[src/rtl/cpu_pkg.sv]
// Shared CPU definitions: condition codes, NZCV bit positions and FlagW field meanings.
package cpu_pkg;

  localparam int ALU_FLAGS_W = 4;

  localparam int FLAG_N = 3;
  localparam int FLAG_Z = 2;
  localparam int FLAG_C = 1;
  localparam int FLAG_V = 0;

  localparam int FLAGW_NZ = 1;
  localparam int FLAGW_CV = 0;

  typedef logic [ALU_FLAGS_W-1:0] flags_t;

  typedef enum logic [3:0] {
    EQ  = 4'b0000,
    NE  = 4'b0001,
    CS  = 4'b0010,
    CC  = 4'b0011,
    MI  = 4'b0100,
    PL  = 4'b0101,
    VS  = 4'b0110,
    VC  = 4'b0111,
    HI  = 4'b1000,
    LS  = 4'b1001,
    GE  = 4'b1010,
    LT  = 4'b1011,
    GT  = 4'b1100,
    LE  = 4'b1101,
    AL  = 4'b1110,
    UNC = 4'b1111
  } cond_e;

endpackage

[src/rtl/cond_unit_if.sv]
// Decoder/ALU to conditional-execution stage signal bundle.
interface cond_unit_if;
  logic                              en;
  logic [3:0]                        Cond;
  logic [cpu_pkg::ALU_FLAGS_W-1:0]   ALUFlags;
  logic [1:0]                        FlagW;
  logic                              PCS;
  logic                              RegW;
  logic                              MemW;
  logic                              PCSrc;
  logic                              RegWrite;
  logic                              MemWrite;
  logic                              CondEx;
  logic [cpu_pkg::ALU_FLAGS_W-1:0]   Flags;

  modport master (
    output en, Cond, ALUFlags, FlagW, PCS, RegW, MemW,
    input  PCSrc, RegWrite, MemWrite, CondEx, Flags
  );

  modport slave (
    input  en, Cond, ALUFlags, FlagW, PCS, RegW, MemW,
    output PCSrc, RegWrite, MemWrite, CondEx, Flags
  );
endinterface

[src/rtl/cond_unit_check.sv]
// Purely combinational evaluation of a 4-bit condition field against stored NZCV.
module cond_check
  import cpu_pkg::*;
(
  input  logic [3:0] Cond,
  input  flags_t     Flags,
  output logic       CondEx
);

  logic w_n;
  logic w_z;
  logic w_c;
  logic w_v;

  assign w_n = Flags[FLAG_N];
  assign w_z = Flags[FLAG_Z];
  assign w_c = Flags[FLAG_C];
  assign w_v = Flags[FLAG_V];

  always_comb begin
    CondEx = 1'b1;
    case (cond_e'(Cond))
      EQ:      CondEx = w_z;
      NE:      CondEx = ~w_z;
      CS:      CondEx = w_c;
      CC:      CondEx = ~w_c;
      MI:      CondEx = w_n;
      PL:      CondEx = ~w_n;
      VS:      CondEx = w_v;
      VC:      CondEx = ~w_v;
      HI:      CondEx = w_c & ~w_z;
      LS:      CondEx = ~w_c | w_z;
      GE:      CondEx = ~(w_n ^ w_v);
      LT:      CondEx = w_n ^ w_v;
      GT:      CondEx = ~w_z & ~(w_n ^ w_v);
      LE:      CondEx = w_z | (w_n ^ w_v);
      AL, UNC: CondEx = 1'b1;
      default: CondEx = 1'b1;
    endcase
  end

endmodule

[src/rtl/cond_unit.sv]
// Architectural NZCV register plus condition-gated commit enables for PC, register file and memory.
module cond_unit
  import cpu_pkg::*;
#(
  parameter logic [3:0] RESET_FLAGS = 4'b0000
) (
  input  logic        clk,
  input  logic        reset,
  cond_unit_if.slave  bus
);

  logic [1:0] r_nz;
  logic [1:0] r_cv;
  logic       w_cond_ex;
  logic       w_commit;

  cond_check u_cond_check (
    .Cond   (bus.Cond),
    .Flags  ({r_nz, r_cv}),
    .CondEx (w_cond_ex)
  );

  // Reset also suppresses commits combinationally, not only the flag register.
  assign w_commit = bus.en & w_cond_ex & ~reset;

  always_ff @(posedge clk or posedge reset) begin
    if (reset) begin
      r_nz <= RESET_FLAGS[3:2];
      r_cv <= RESET_FLAGS[1:0];
    end else begin
      if (w_commit && bus.FlagW[FLAGW_NZ]) begin
        r_nz <= bus.ALUFlags[FLAG_N:FLAG_Z];
      end
      if (w_commit && bus.FlagW[FLAGW_CV]) begin
        r_cv <= bus.ALUFlags[FLAG_C:FLAG_V];
      end
    end
  end

  assign bus.CondEx   = w_cond_ex;
  assign bus.Flags    = {r_nz, r_cv};
  assign bus.PCSrc    = bus.PCS  & w_commit;
  assign bus.RegWrite = bus.RegW & w_commit;
  assign bus.MemWrite = bus.MemW & w_commit;

endmodule

[src/flat_wrapper.sv]
// flat-port wrapper written by rule: the top's interface ports become plain ports
module cond_unit_flat import cpu_pkg::*;
#(
  parameter logic [3:0] RESET_FLAGS = 4'b0000
)
  (clk, reset, bus_en, bus_Cond, bus_ALUFlags, bus_FlagW, bus_PCS, bus_RegW, bus_MemW, bus_PCSrc, bus_RegWrite, bus_MemWrite, bus_CondEx, bus_Flags);
  cond_unit_if bus_i ();
  input  logic clk;
  input  logic reset;
  input wire logic [$bits(bus_i.en)-1:0] bus_en;
  input wire logic [$bits(bus_i.Cond)-1:0] bus_Cond;
  input wire logic [$bits(bus_i.ALUFlags)-1:0] bus_ALUFlags;
  input wire logic [$bits(bus_i.FlagW)-1:0] bus_FlagW;
  input wire logic [$bits(bus_i.PCS)-1:0] bus_PCS;
  input wire logic [$bits(bus_i.RegW)-1:0] bus_RegW;
  input wire logic [$bits(bus_i.MemW)-1:0] bus_MemW;
  output wire logic [$bits(bus_i.PCSrc)-1:0] bus_PCSrc;
  output wire logic [$bits(bus_i.RegWrite)-1:0] bus_RegWrite;
  output wire logic [$bits(bus_i.MemWrite)-1:0] bus_MemWrite;
  output wire logic [$bits(bus_i.CondEx)-1:0] bus_CondEx;
  output wire logic [$bits(bus_i.Flags)-1:0] bus_Flags;
  assign bus_i.en = bus_en;
  assign bus_i.Cond = bus_Cond;
  assign bus_i.ALUFlags = bus_ALUFlags;
  assign bus_i.FlagW = bus_FlagW;
  assign bus_i.PCS = bus_PCS;
  assign bus_i.RegW = bus_RegW;
  assign bus_i.MemW = bus_MemW;
  assign bus_PCSrc = bus_i.PCSrc;
  assign bus_RegWrite = bus_i.RegWrite;
  assign bus_MemWrite = bus_i.MemWrite;
  assign bus_CondEx = bus_i.CondEx;
  assign bus_Flags = bus_i.Flags;
  cond_unit #(.RESET_FLAGS(RESET_FLAGS)) u_core (.clk(clk), .reset(reset), .bus(bus_i));
endmodule
[config.mk]
export PLATFORM = sky130hd
export DESIGN_NAME = cond_unit_flat
export DESIGN_NICKNAME = d
export VERILOG_FILES = /design/src/rtl/cpu_pkg.sv /design/src/rtl/cond_unit_if.sv /design/src/rtl/cond_unit_check.sv /design/src/rtl/cond_unit.sv /design/src/flat_wrapper.sv
export SDC_FILE = /design/constraint.sdc
export NUM_CORES = 1
export LEC_CHECK = 0
export ABC_AREA = 1
export BUFFER_PORTS_ARGS = -buffer_cell sky130_fd_sc_hd__buf_2
export CORE_MARGIN = 5
export CORE_UTILIZATION = 45
export DETAILED_ROUTE_END_ITERATION = 16
export PLACE_DENSITY = 0.71
export SYNTH_ARGS = -nofsm -noshare
export SYNTH_HDL_FRONTEND = slang
export SYNTH_SLANG_ARGS = --single-unit
[constraint.sdc]
create_clock -name clk -period 1.9 [get_ports clk]
set_clock_uncertainty 0.15 [all_clocks]
set_input_delay 0.38 -clock clk [delete_from_list [all_inputs] [get_ports clk]]
set_output_delay 0.38 -clock clk [all_outputs]
set_load 0.02 [all_outputs]
# Word-level counts from Yosys, hierarchy flattened
# Cells that the tools add are included.
# classes
bitwise	16
n_reduce_logical	4
n_mux	1
n_eq_ne	15
# op_table
op	n
4-bit == test, second input constant	8
4-bit by 3-bit == test with 1-bit output, second input constant	4
1-bit one-hot mux with 15 select lines	1
4-bit by 2-bit == test with 1-bit output, second input constant	2
1-bit AND	7
1-bit NOT	6
4-bit by 1-bit == test with 1-bit output, second input constant	1
4-bit logical NOT	1
1-bit logical AND	2
1-bit bitwise OR	2
2-bit OR reduction	1
1-bit bitwise XOR	1
# totals
regBits	4

# Depth between registers and ports, before layout
# Gate-level depths: netlist of run 1.
# logic_depth
ltp_word	7
depth_mapped	12
depth_no_buf	11

# Hierarchy
# Synthesis of run 1 repeated with hierarchy kept, for this count alone.
# hier_totals
cells_unflattened	80
hier_area_um2	435.4
# modules_own_cells
module	instances	cells_per_inst	seq_area_each_um2	area_each_um2
cond_check	1	52	0.0	232.7
cond_unit	1	28	100.1	202.7

# Worst setup path after synthesis of run 1
# No wires, ideal clock.
# synth_timing
kind	register to output
startpoint	reg u_core.r_nz[1]
endpoint	out bus_MemWrite
setup_slack_ns	-0.082
path_stages_with_launch	10
n_path_buf	0
t_arrival_ns	1.452
path_cell_list	dfrtp_1 -> inv_2 -> nand2_1 -> nand2_2 -> nand2_2 -> nand2_1 -> nand3_1 -> nand4_4 -> nand2_4 -> nor2_2
# synth_via
elab_chain_cells	7
# synth_lines
item	line_no	source
start, declared	cond_unit.sv:12	logic [1:0] r_nz;
start signal, assigned	cond_unit.sv:28	r_nz <= RESET_FLAGS[3:2];
start signal, assigned	cond_unit.sv:32	r_nz <= bus.ALUFlags[FLAG_N:FLAG_Z];
1-bit bitwise XOR	-	
1-bit NOT	cond_unit_check.sv:33, cond_unit_check.sv:35	
1-bit AND	cond_unit_check.sv:35	GT: CondEx = ~w_z & ~(w_n ^ w_v);
1-bit one-hot mux with 15 select lines (*)	cond_unit_check.sv:22	case (cond_e'(Cond))
net bus_CondEx	flat_wrapper.sv:20	output wire logic [$bits(bus_i.CondEx)-1:0] bus_CondEx;
1-bit AND (*) (2 in a row)	cond_unit.sv:24	assign w_commit = bus.en & w_cond_ex & ~reset;
1-bit AND (*)	cond_unit.sv:44	assign bus.MemWrite = bus.MemW & w_commit;
end, declared	flat_wrapper.sv:19	output wire logic [$bits(bus_i.MemWrite)-1:0] bus_MemWrite;
# The timed path passes the listed nets; every way through them passes the cells marked *.

# Worst setup path in the final report of run 1
# layout_timing
startpoint	reg u_core.r_nz[1]
endpoint	out bus_MemWrite
# layout_via
elab_chain_cells	7
# layout_lines
item	line_no
1-bit bitwise XOR	-
1-bit NOT	cond_unit_check.sv:33, cond_unit_check.sv:35
1-bit AND	cond_unit_check.sv:35
1-bit one-hot mux with 15 select lines (*)	cond_unit_check.sv:22
1-bit AND (*) (2 in a row)	cond_unit.sv:24
1-bit AND (*)	cond_unit.sv:44
# Mark *: on every way between the ends. The rest lies on a longest branch, timed or not.

==> flow_summary.html, run 1 <==
<table>
<tr><th>Metric</th><th>Value</th></tr>
<tr><th colspan="2">Status</th></tr>
<tr><td>Run status</td><td>finished with violations</td></tr>
<tr><td>Violated checks</td><td>setup timing</td></tr>
<tr><th colspan="2">Setup path</th></tr>
<tr><td>Crit path launch type</td><td>flip-flop</td></tr>
<tr><td>CP Data Required Time</td><td>1.37 ns</td></tr>
<tr><td>Endpoint class of the critical path</td><td>output pin</td></tr>
<tr><td>Max stage delay cell, worst path</td><td>sky130_fd_sc_hd__dfrtp_2</td></tr>
<tr><td>Critical path's most frequent cell</td><td>sky130_fd_sc_hd__nand2_4</td></tr>
<tr><td>Highest net fanout along the worst path</td><td>3</td></tr>
<tr><td>Largest stage delay on the critical path</td><td>0.43 ns</td></tr>
<tr><td>Worst reg-to-reg path cell count</td><td>11</td></tr>
<tr><td>Worst Setup Path Type</td><td>flip-flop to output pin</td></tr>
<tr><td>Worst path arrival time</td><td>1.56 ns</td></tr>
<tr><td>Critical-path cell list</td><td>nand2_2 &gt; nand2_4 &gt; nand3_2 &gt; nand2_1 &gt; nor2_2 &gt; nand4_4 &gt; nand2_4 &gt; nor2_4 &gt; buf_6</td></tr>
<tr><th colspan="2">Global route</th></tr>
<tr><td>Vias in the first global route</td><td>between 700 and 800</td></tr>
<tr><td>Wire length of the first global-routing pass</td><td>3.02 mm</td></tr>
<tr><td>Antenna violations before repair</td><td>0</td></tr>
<tr><td>GR met3 Demand/Resource</td><td>0.0451</td></tr>
<tr><td>Met2 track demand over resource</td><td>0.348</td></tr>
<tr><td>All-Layer GR Usage</td><td>0.190</td></tr>
<tr><td>Largest net degree at the start of global routing</td><td>9</td></tr>
<tr><td>Most used routing layer</td><td>met2</td></tr>
<tr><td>M1 GR Usage</td><td>0.201</td></tr>
<tr><td>Global route overflow</td><td>0</td></tr>
<tr><th colspan="2">Placement</th></tr>
<tr><td>Cell area after placement</td><td>862 sq um</td></tr>
<tr><td>DP HPWL</td><td>1.54 mm</td></tr>
<tr><td>Routability-driven placement congestion ratio</td><td>0.829</td></tr>
<tr><td>Placed Cells incl. Taps</td><td>154</td></tr>
<tr><td>Pre-CTS WS</td><td>-0.146 ns</td></tr>
<tr><td>Buffers added on ports</td><td>23</td></tr>
<tr><th colspan="2">Detailed routing</th></tr>
<tr><td>Number of antenna-violating nets in the routed design</td><td>0</td></tr>
<tr><td>Drt total wl</td><td>around 1.9 mm</td></tr>
<tr><td>Total number of vias</td><td>799</td></tr>
<tr><td>Starting DRT DRC Count</td><td>5</td></tr>
<tr><td>Post-DR wirelength/cell</td><td>11.5 um</td></tr>
<tr><td>Number of detailed-routing iterations run before antenna repair</td><td>4</td></tr>
<tr><td># DRC</td><td>0</td></tr>
<tr><td>Vias per Instance</td><td>4.93</td></tr>
<tr><th colspan="2">Worst hold path</th></tr>
<tr><td>Class of the tightest hold or removal check</td><td>input pin to flip-flop</td></tr>
<tr><td>Number of instances on the worst hold path</td><td>3</td></tr>
<tr><th colspan="2">Logic synthesis</th></tr>
<tr><td>Cell variety after synth</td><td>18</td></tr>
<tr><td>Netlist area before placement</td><td>around 640 sq um</td></tr>
<tr><td>Post-Synthesis Net Count</td><td>123</td></tr>
<tr><td>Mean area per synthesized cell</td><td>5.96 sq um</td></tr>
<tr><td>Sequential cell area fraction in the yosys report</td><td>0.157</td></tr>
<tr><td>Count of synthesis-stage warnings from yosys</td><td>0</td></tr>
<tr><td>Flops &amp; latches, synth</td><td>4</td></tr>
<tr><td>Instance count of the mapped netlist</td><td>around 110</td></tr>
<tr><th colspan="2">STA</th></tr>
<tr><td>Hold Fails Final Rpt</td><td>0</td></tr>
<tr><td>Post-layout worst setup margin</td><td>-0.192 ns</td></tr>
<tr><td>Max Clk Rate</td><td>478 MHz</td></tr>
<tr><td>Min Clock Period, post-route</td><td>2.09 ns</td></tr>
<tr><td>Summed negative setup slack over all endpoints</td><td>-0.755 ns</td></tr>
<tr><td>Period utilization</td><td>1.10</td></tr>
<tr><td>Max-slew violation count</td><td>0</td></tr>
<tr><td>Relative slew margins</td><td>0.765</td></tr>
<tr><td>Minimum hold slack</td><td>0.234 ns</td></tr>
<tr><td>Worst Max-Slew Pin Slew</td><td>0.351 ns</td></tr>
<tr><td>Unrepaired setup endpoints after global routing</td><td>yes</td></tr>
<tr><td>Number of endpoints failing setup at the final stage</td><td>4</td></tr>
<tr><th colspan="2">Clock tree</th></tr>
<tr><td>Number of sinks on the clock net</td><td>4</td></tr>
<tr><td>TritonCTS buffer count</td><td>3</td></tr>
<tr><td>Clock-pin slew on the worst setup and hold paths</td><td>0.04 ns</td></tr>
<tr><td>Clk Latency, worst-skew pair</td><td>0.25 ns</td></tr>
<tr><td>H-tree level count</td><td>1</td></tr>
<tr><td>Max clock buf depth</td><td>2</td></tr>
<tr><td>Clock tree from TritonCTS</td><td>built</td></tr>
<tr><td>Root buffer cell</td><td>sky130_fd_sc_hd__clkbuf_4</td></tr>
<tr><th colspan="2">Floorplan</th></tr>
<tr><td>Number of top-level pins</td><td>24</td></tr>
<tr><td>Row cnt</td><td>13</td></tr>
<tr><td>Die Span X</td><td>47.7 um</td></tr>
<tr><td>Initial core utilization</td><td>0.484</td></tr>
<tr><td>Total Die Area</td><td>0.00227 sq mm</td></tr>
<tr><td>Floorplan core area</td><td>0.00132 sq mm</td></tr>
<tr><td>Vertical die dimension</td><td>47.7 um</td></tr>
<tr><th colspan="2">Final layout</th></tr>
<tr><td>N_diodes</td><td>0</td></tr>
<tr><td>Area overhead of the layout relative to synthesis</td><td>52.4%</td></tr>
<tr><td>Top library cells by usage in the layout, fill and taps aside</td><td>30 x sky130_fd_sc_hd__nand2_1, 19 x sky130_fd_sc_hd__buf_2, 15 x sky130_fd_sc_hd__buf_4</td></tr>
<tr><td>Final cell count without fillers</td><td>roughly 160</td></tr>
<tr><td>Final std cell area, no fill</td><td>about 970 sq um</td></tr>
<tr><td>Final nets</td><td>165</td></tr>
<tr><td>Commonest non-fill, non-tap cell in the layout</td><td>sky130_fd_sc_hd__nand2_1</td></tr>
<tr><td>Fraction of final layout cells with drive strength greater than 1</td><td>0.551</td></tr>
<tr><th colspan="2">Power and ir drop</th></tr>
<tr><td>Power density normalized to cell area</td><td>932 mW/mm^2</td></tr>
<tr><td>Peak supply drop</td><td>0.000772 V</td></tr>
<tr><td>Leak</td><td>roughly 0.56 nW</td></tr>
<tr><th colspan="2">Flow run</th></tr>
<tr><td>Max-cap violations</td><td>0</td></tr>
</table>
[Yosys cell counts]
cell type / count / area (sq um)
sky130_fd_sc_hd__a21oi_1: 2 / 10.0
sky130_fd_sc_hd__a21oi_2: 1 / 8.76
sky130_fd_sc_hd__buf_6: 2 / 22.5
sky130_fd_sc_hd__dfrtp_1: 4 / 100
sky130_fd_sc_hd__inv_1: 12 / 45.0
sky130_fd_sc_hd__inv_2: 9 / 33.8
sky130_fd_sc_hd__nand2_1: 34 / 128
sky130_fd_sc_hd__nand2_2: 6 / 37.5
sky130_fd_sc_hd__nand2_4: 1 / 11.3
sky130_fd_sc_hd__nand3_1: 8 / 40.0
sky130_fd_sc_hd__nand3_2: 5 / 50.1
sky130_fd_sc_hd__nand4_1: 6 / 37.5
sky130_fd_sc_hd__nand4_4: 1 / 21.3
sky130_fd_sc_hd__nor2_1: 6 / 22.5
sky130_fd_sc_hd__nor2_2: 6 / 37.5
sky130_fd_sc_hd__nor2_4: 2 / 22.5
sky130_fd_sc_hd__o21ai_0: 1 / 5.00
sky130_fd_sc_hd__o21ai_1: 1 / 5.00
[path summary, 6_finish.rpt]
kind                       slack [ns]        endpoint             from
setup reg to reg                 0.05  u_core.r_cv[1]   u_core.r_nz[1]
hold reg to reg                  0.40  u_core.r_cv[1]   u_core.r_cv[1]
min in group asynchronous        0.42  u_core.r_nz[0]            reset
setup / recovery                -0.19    bus_MemWrite   u_core.r_nz[1]
max in group asynchronous        1.00  u_core.r_cv[0]            reset
hold / removal                   0.23  u_core.r_nz[1]  bus_ALUFlags[3]
[critical path: cells and delay by family (launching register included)]
kind                   cells  cell delay, ns
buffers and inverters      1            0.12
flip-flops                 1            0.43
AND/OR/NAND/NOR            8            0.76
[sequential cells by signal, indices dropped and copies added (netlist names)]
signal / count
u_core.r_cv: 2
u_core.r_nz: 2
[kinds of logic (layout without fill, tap and decap cells)]
kind of cell    after synthesis  in the layout  share of synthesized area
flops                         4              4                      0.157
buf+inv                      23             63                      0.159
simple gates                 75             75                      0.639
compound gates                5              5                     0.0451
[area by class of cell]
| type | count | area [sq um] |
|---|---|---|
| clock buffer | 3 | 22.5 |
| fill | 103 | 345 |
| inverter | 21 | 78.8 |
| multi-input combinational | 80 | 485 |
| sequential | 4 | 104 |
| tap | 15 | 18.8 |
| timing repair buffer | 39 | 263 |
[metrics by stage]
stage / util / power, mW
finish: 0.738 / 0.906
detailed placement: 0.654 / 0.692
CTS: 0.701 / 0.824
global placement: 0.654 / 0.686
global route: 0.738 / 0.982
floorplan: - / 0.520
[timing repair]
item                                    in CTS  in global routing
endpoints found under the setup margin       4                  4
setup buffers                                1                  3
endpoints found under the hold margin        4                  0
gates resized for setup                      7                  7
hold buffers                                 1                  0
pin swaps                                    6                  4
[where the power goes]
part	switching (mW)	internal, mW
clock	0.0402	0.0710
combinational	0.358	0.262
sequential	0.0469	0.128
[routing by layer]
metal,vias to the layer above,routed length [um]
met3,3,73
met1,361,755
li1,414,-
met5,-,0
met2,21,999
met4,0,29
Note: power is estimated with default switching activity, not from simulation.
==> run 2: changes to the inputs <==
--- a/config.mk
+++ b/config.mk
@@ -5,12 +5,12 @@
 export SDC_FILE = /design/constraint.sdc
 export NUM_CORES = 1
 export LEC_CHECK = 0
-export ABC_AREA = 1
 export BUFFER_PORTS_ARGS = -buffer_cell sky130_fd_sc_hd__buf_2
-export CORE_MARGIN = 5
-export CORE_UTILIZATION = 45
+export CORE_AREA = 5 5 42 44
+export CTS_BUF_LIST = sky130_fd_sc_hd__clkbuf_8
 export DETAILED_ROUTE_END_ITERATION = 16
-export PLACE_DENSITY = 0.71
+export DIE_AREA = 0 0 47 49
+export PLACE_DENSITY = 0.56
 export SYNTH_ARGS = -nofsm -noshare
 export SYNTH_HDL_FRONTEND = slang
 export SYNTH_SLANG_ARGS = --single-unit
==> flow_summary.html, run 2 <==
<table>
<tr><th>Metric</th><th>Value</th></tr>
<tr><th colspan="2">Detailed routing</th></tr>
<tr><td>Vias per Instance</td><td>4.82</td></tr>
<tr><td>Starting DRT DRC Count</td><td>0</td></tr>
<tr><td>Drt total wl</td><td>1.20 mm</td></tr>
<tr><td># DRC</td><td>0</td></tr>
<tr><td>Number of antenna-violating nets in the routed design</td><td>0</td></tr>
<tr><td>Post-DR wirelength/cell</td><td>~11 um</td></tr>
<tr><td>Number of detailed-routing iterations run before antenna repair</td><td>1</td></tr>
<tr><td>Total number of vias</td><td>roughly 500</td></tr>
<tr><th colspan="2">Power and ir drop</th></tr>
<tr><td>Overall power after layout</td><td>915 uW</td></tr>
<tr><td>Internal power</td><td>579 uW</td></tr>
<tr><td>Power density normalized to cell area</td><td>1140 mW/mm^2</td></tr>
<tr><td>Sw frac</td><td>0.368</td></tr>
<tr><td>Comb power frac</td><td>0.606</td></tr>
<tr><td>Peak supply drop</td><td>0.000725 V</td></tr>
<tr><td>Sequential power share</td><td>0.193</td></tr>
<tr><td>Switching pwr</td><td>336 uW</td></tr>
<tr><td>Power share of the clock group</td><td>0.201</td></tr>
<tr><td>Leak</td><td>0.405 nW</td></tr>
<tr><th colspan="2">Clock tree</th></tr>
<tr><td>TritonCTS buffer count</td><td>3</td></tr>
<tr><td>Number of sinks on the clock net</td><td>4</td></tr>
<tr><td>H-tree level count</td><td>1</td></tr>
<tr><td>Clock tree from TritonCTS</td><td>built</td></tr>
<tr><td>Root buffer cell</td><td>sky130_fd_sc_hd__clkbuf_8</td></tr>
<tr><td>Max clock buf depth</td><td>2</td></tr>
<tr><td>Clock-pin slew on the worst setup and hold paths</td><td>roughly 0.03 ns</td></tr>
<tr><td>Clk Latency, worst-skew pair</td><td>0.22 ns</td></tr>
<tr><th colspan="2">STA</th></tr>
<tr><td>Max-slew violation count</td><td>0</td></tr>
<tr><td>Min Clock Period, post-route</td><td>2.37 ns</td></tr>
<tr><td>Post-layout worst setup margin</td><td>-0.467 ns</td></tr>
<tr><td>Worst Max-Slew Pin Slew</td><td>about 0.34 ns</td></tr>
<tr><td>Unrepaired setup endpoints after global routing</td><td>yes</td></tr>
<tr><td>Relative slew margins</td><td>0.773</td></tr>
<tr><td>Hold Fails Final Rpt</td><td>0</td></tr>
<tr><td>Max Clk Rate</td><td>423 MHz</td></tr>
<tr><td>Number of endpoints failing setup at the final stage</td><td>8</td></tr>
<tr><td>Period utilization</td><td>1.25</td></tr>
<tr><th colspan="2">Setup path</th></tr>
<tr><td>Crit path launch type</td><td>flip-flop</td></tr>
<tr><td>Worst path arrival time</td><td>1.84 ns</td></tr>
<tr><td>Endpoint class of the critical path</td><td>output pin</td></tr>
<tr><td>CP Data Required Time</td><td>around 1.4 ns</td></tr>
<tr><td>Worst Setup Path Type</td><td>flip-flop to output pin</td></tr>
<tr><td>Worst reg-to-reg path cell count</td><td>7</td></tr>
<tr><td>Highest net fanout along the worst path</td><td>5</td></tr>
<tr><th colspan="2">Logic synthesis</th></tr>
<tr><td>Post-Synthesis Net Count</td><td>58</td></tr>
<tr><td>Flops &amp; latches, synth</td><td>4</td></tr>
<tr><td>Netlist area before placement</td><td>397 sq um</td></tr>
<tr><td>Sequential cell area fraction in the yosys report</td><td>0.252</td></tr>
<tr><td>Instance count of the mapped netlist</td><td>42</td></tr>
<tr><td>Synth area leaders</td><td>sky130_fd_sc_hd__dfrtp_1 25%, sky130_fd_sc_hd__mux2_1 11%, sky130_fd_sc_hd__o2111ai_1 6.6%</td></tr>
<tr><td>Mean area per synthesized cell</td><td>9.44 sq um</td></tr>
<tr><td>Post-synthesis cell type with the largest combined area</td><td>sky130_fd_sc_hd__dfrtp_1</td></tr>
<tr><td>Fraction of synthesis flops using an asynchronous set or reset pin</td><td>1.00</td></tr>
<tr><td>Cell variety after synth</td><td>25</td></tr>
<tr><td>Most instantiated flip-flop cell in the synthesis netlist</td><td>sky130_fd_sc_hd__dfrtp_1</td></tr>
<tr><td>List of most frequent post-synthesis cells</td><td>4 x sky130_fd_sc_hd__dfrtp_1, 4 x sky130_fd_sc_hd__mux2_1, 3 x sky130_fd_sc_hd__and3_1, 3 x sky130_fd_sc_hd__nor2_1, 3 x sky130_fd_sc_hd__o2111ai_1</td></tr>
<tr><td>Count of synthesis-stage warnings from yosys</td><td>0</td></tr>
<tr><td>Fraction of post-synthesis cell area in the top cell type by area</td><td>0.252</td></tr>
<tr><td>Number of synthesized flops with an enable pin</td><td>0</td></tr>
<tr><th colspan="2">Placement</th></tr>
<tr><td>Buffers added on ports</td><td>23</td></tr>
<tr><td>Routability-driven placement congestion ratio</td><td>between 0.7 and 0.8</td></tr>
<tr><td>Placed Cells incl. Taps</td><td>100</td></tr>
<tr><td>DP HPWL</td><td>976 um</td></tr>
<tr><th colspan="2">Final layout</th></tr>
<tr><td>Fraction of final layout cells with drive strength greater than 1</td><td>0.663</td></tr>
<tr><td>Final nets</td><td>approximately 110</td></tr>
<tr><td>Final cell utilization of the core</td><td>0.573</td></tr>
<tr><td>Area overhead of the layout relative to synthesis</td><td>103%</td></tr>
<tr><td>Biggest registers after layout</td><td>u_core.r_cv (2), u_core.r_nz (2)</td></tr>
<tr><td>Commonest non-fill, non-tap cell in the layout</td><td>sky130_fd_sc_hd__buf_2</td></tr>
<tr><td>N_diodes</td><td>0</td></tr>
<tr><td>Final cell count without fillers</td><td>105</td></tr>
<tr><td>Top library cells by usage in the layout, fill and taps aside</td><td>20 x sky130_fd_sc_hd__buf_2, 19 x sky130_fd_sc_hd__buf_4, 4 x sky130_fd_sc_hd__buf_6</td></tr>
<tr><th colspan="2">Status</th></tr>
<tr><td>Violated checks</td><td>setup timing</td></tr>
<tr><td>Run status</td><td>finished with violations</td></tr>
<tr><th colspan="2">Worst hold path</th></tr>
<tr><td>Number of instances on the worst hold path</td><td>2</td></tr>
<tr><td>Class of the tightest hold or removal check</td><td>input pin to flip-flop</td></tr>
<tr><th colspan="2">Global route</th></tr>
<tr><td>M1 GR Usage</td><td>0.149</td></tr>
<tr><td>Antenna violations before repair</td><td>0</td></tr>
<tr><td>Most used routing layer</td><td>met2</td></tr>
<tr><td>Largest net degree at the start of global routing</td><td>8</td></tr>
<tr><td>Global route overflow</td><td>0</td></tr>
<tr><td>GR met3 Demand/Resource</td><td>0.0111</td></tr>
<tr><td>Vias in the first global route</td><td>509</td></tr>
<tr><td>Wire length of the first global-routing pass</td><td>2.06 mm</td></tr>
<tr><td>Met2 track demand over resource</td><td>0.188</td></tr>
<tr><td>All-Layer GR Usage</td><td>0.119</td></tr>
<tr><th colspan="2">Floorplan</th></tr>
<tr><td>Number of top-level pins</td><td>24</td></tr>
<tr><td>Initial core utilization</td><td>0.283</td></tr>
<tr><td>Floorplan core area</td><td>0.00140 sq mm</td></tr>
<tr><td>Die Span X</td><td>47 um</td></tr>
<tr><td>Row cnt</td><td>14</td></tr>
<tr><td>Vertical die dimension</td><td>roughly 49 um</td></tr>
<tr><td>Total Die Area</td><td>approximately 0.0023 sq mm</td></tr>
<tr><th colspan="2">Flow run</th></tr>
<tr><td>Max-cap violations</td><td>0</td></tr>
</table>
-- run 2: cell types whose count changed after synthesis, moves of 6 or more --
cell / change
sky130_fd_sc_hd__nand2_1: -34
sky130_fd_sc_hd__inv_2: -9
sky130_fd_sc_hd__nor2_2: -6
sky130_fd_sc_hd__nand3_1: -6
sky130_fd_sc_hd__nand2_2: -6
sky130_fd_sc_hd__inv_1: -11
-- run 2: metrics by stage --
step	cell area [sq um]	hold slack [ns]	setup TNS [ns]	setup slack, ns
final	803	0.229	-2.42	-0.467
after global placement	694	0.124	-2.70	-0.372
after CTS	782	0.219	-2.93	-0.481
after floorplan	414	-0.00405	-1.42	-0.325
after detailed placement	694	0.126	-2.86	-0.394
after global routing	803	0.226	-3.14	-0.546
-- run 2: worst paths after layout --
kind	end	from	slack, ns
hold / removal	u_core.r_nz[0]	bus_ALUFlags[2]	0.23
min in group asynchronous	u_core.r_nz[1]	reset	0.44
max in group asynchronous	u_core.r_cv[0]	reset	1.00
hold reg to reg	u_core.r_cv[1]	u_core.r_cv[1]	0.47
setup reg to reg	u_core.r_nz[1]	u_core.r_nz[1]	-0.20
setup / recovery	bus_MemWrite	u_core.r_nz[1]	-0.47
-- run 2: metal layers --
| layer | part of all wire | routed length [um] | up-vias |
|---|---|---|---|
| met5 | 0 | 0 | - |
| met4 | 0 | 0 | 0 |
| met1 | 0.40 | 483 | 237 |
| met2 | 0.56 | 673 | 9 |
| li1 | - | - | 260 |
| met3 | 0.039 | 47 | 0 |
-- run 2: logic make-up (layout without fill, tap and decap cells) --
group | after synthesis | in the layout | synth area share
compound gates | 9 | 9 | 0.202
xor+xnor | 2 | 2 | 0.0442
mux | 5 | 5 | 0.139
buf+inv | 2 | 49 | 0.0221
simple gates | 20 | 20 | 0.341
flops | 4 | 4 | 0.252
-- run 2: layout make-up --
cell class	instances	area [sq um]
fillers	136	598
multi-input cells	36	334
repair buffers	44	298
flip-flops and latches	4	103
clock buffers	3	41.3
well taps	16	20.0
clock inverters	1	3.75
inverters	1	3.75
-- run 2: worst max-delay path, stage by stage (launching register included) --
cell and delay, ns:
sky130_fd_sc_hd__dfrtp_2 0.42, sky130_fd_sc_hd__buf_4 0.15, sky130_fd_sc_hd__nor4bb_1 0.34, sky130_fd_sc_hd__a221oi_2 0.07, sky130_fd_sc_hd__a31oi_2 0.16, sky130_fd_sc_hd__a21o_2 0.18
sky130_fd_sc_hd__and3_4 0.18, sky130_fd_sc_hd__buf_6 0.11
-- run 2: power groups by stage --
stage	logic, mW	registers, mW	clock network [mW]
6_report	0.555	0.177	0.184
3_3_place_gp	0.509	0.176	0
2_1_floorplan	0.179	0.245	0
4_1_cts	0.534	0.176	0.190
5_1_grt	0.600	0.182	0.200
3_5_place_dp	0.511	0.177	0
-- run 2: what timing repair did --
item / CTS / global route
pin swaps: 7 / 6
resized for setup: 7 / 5
setup endpoints to repair: 8 / 8
hold endpoints to repair: 4 / 0
setup buffers: 1 / 2
hold buffers: 1 / 0
cloned: 0 / 0
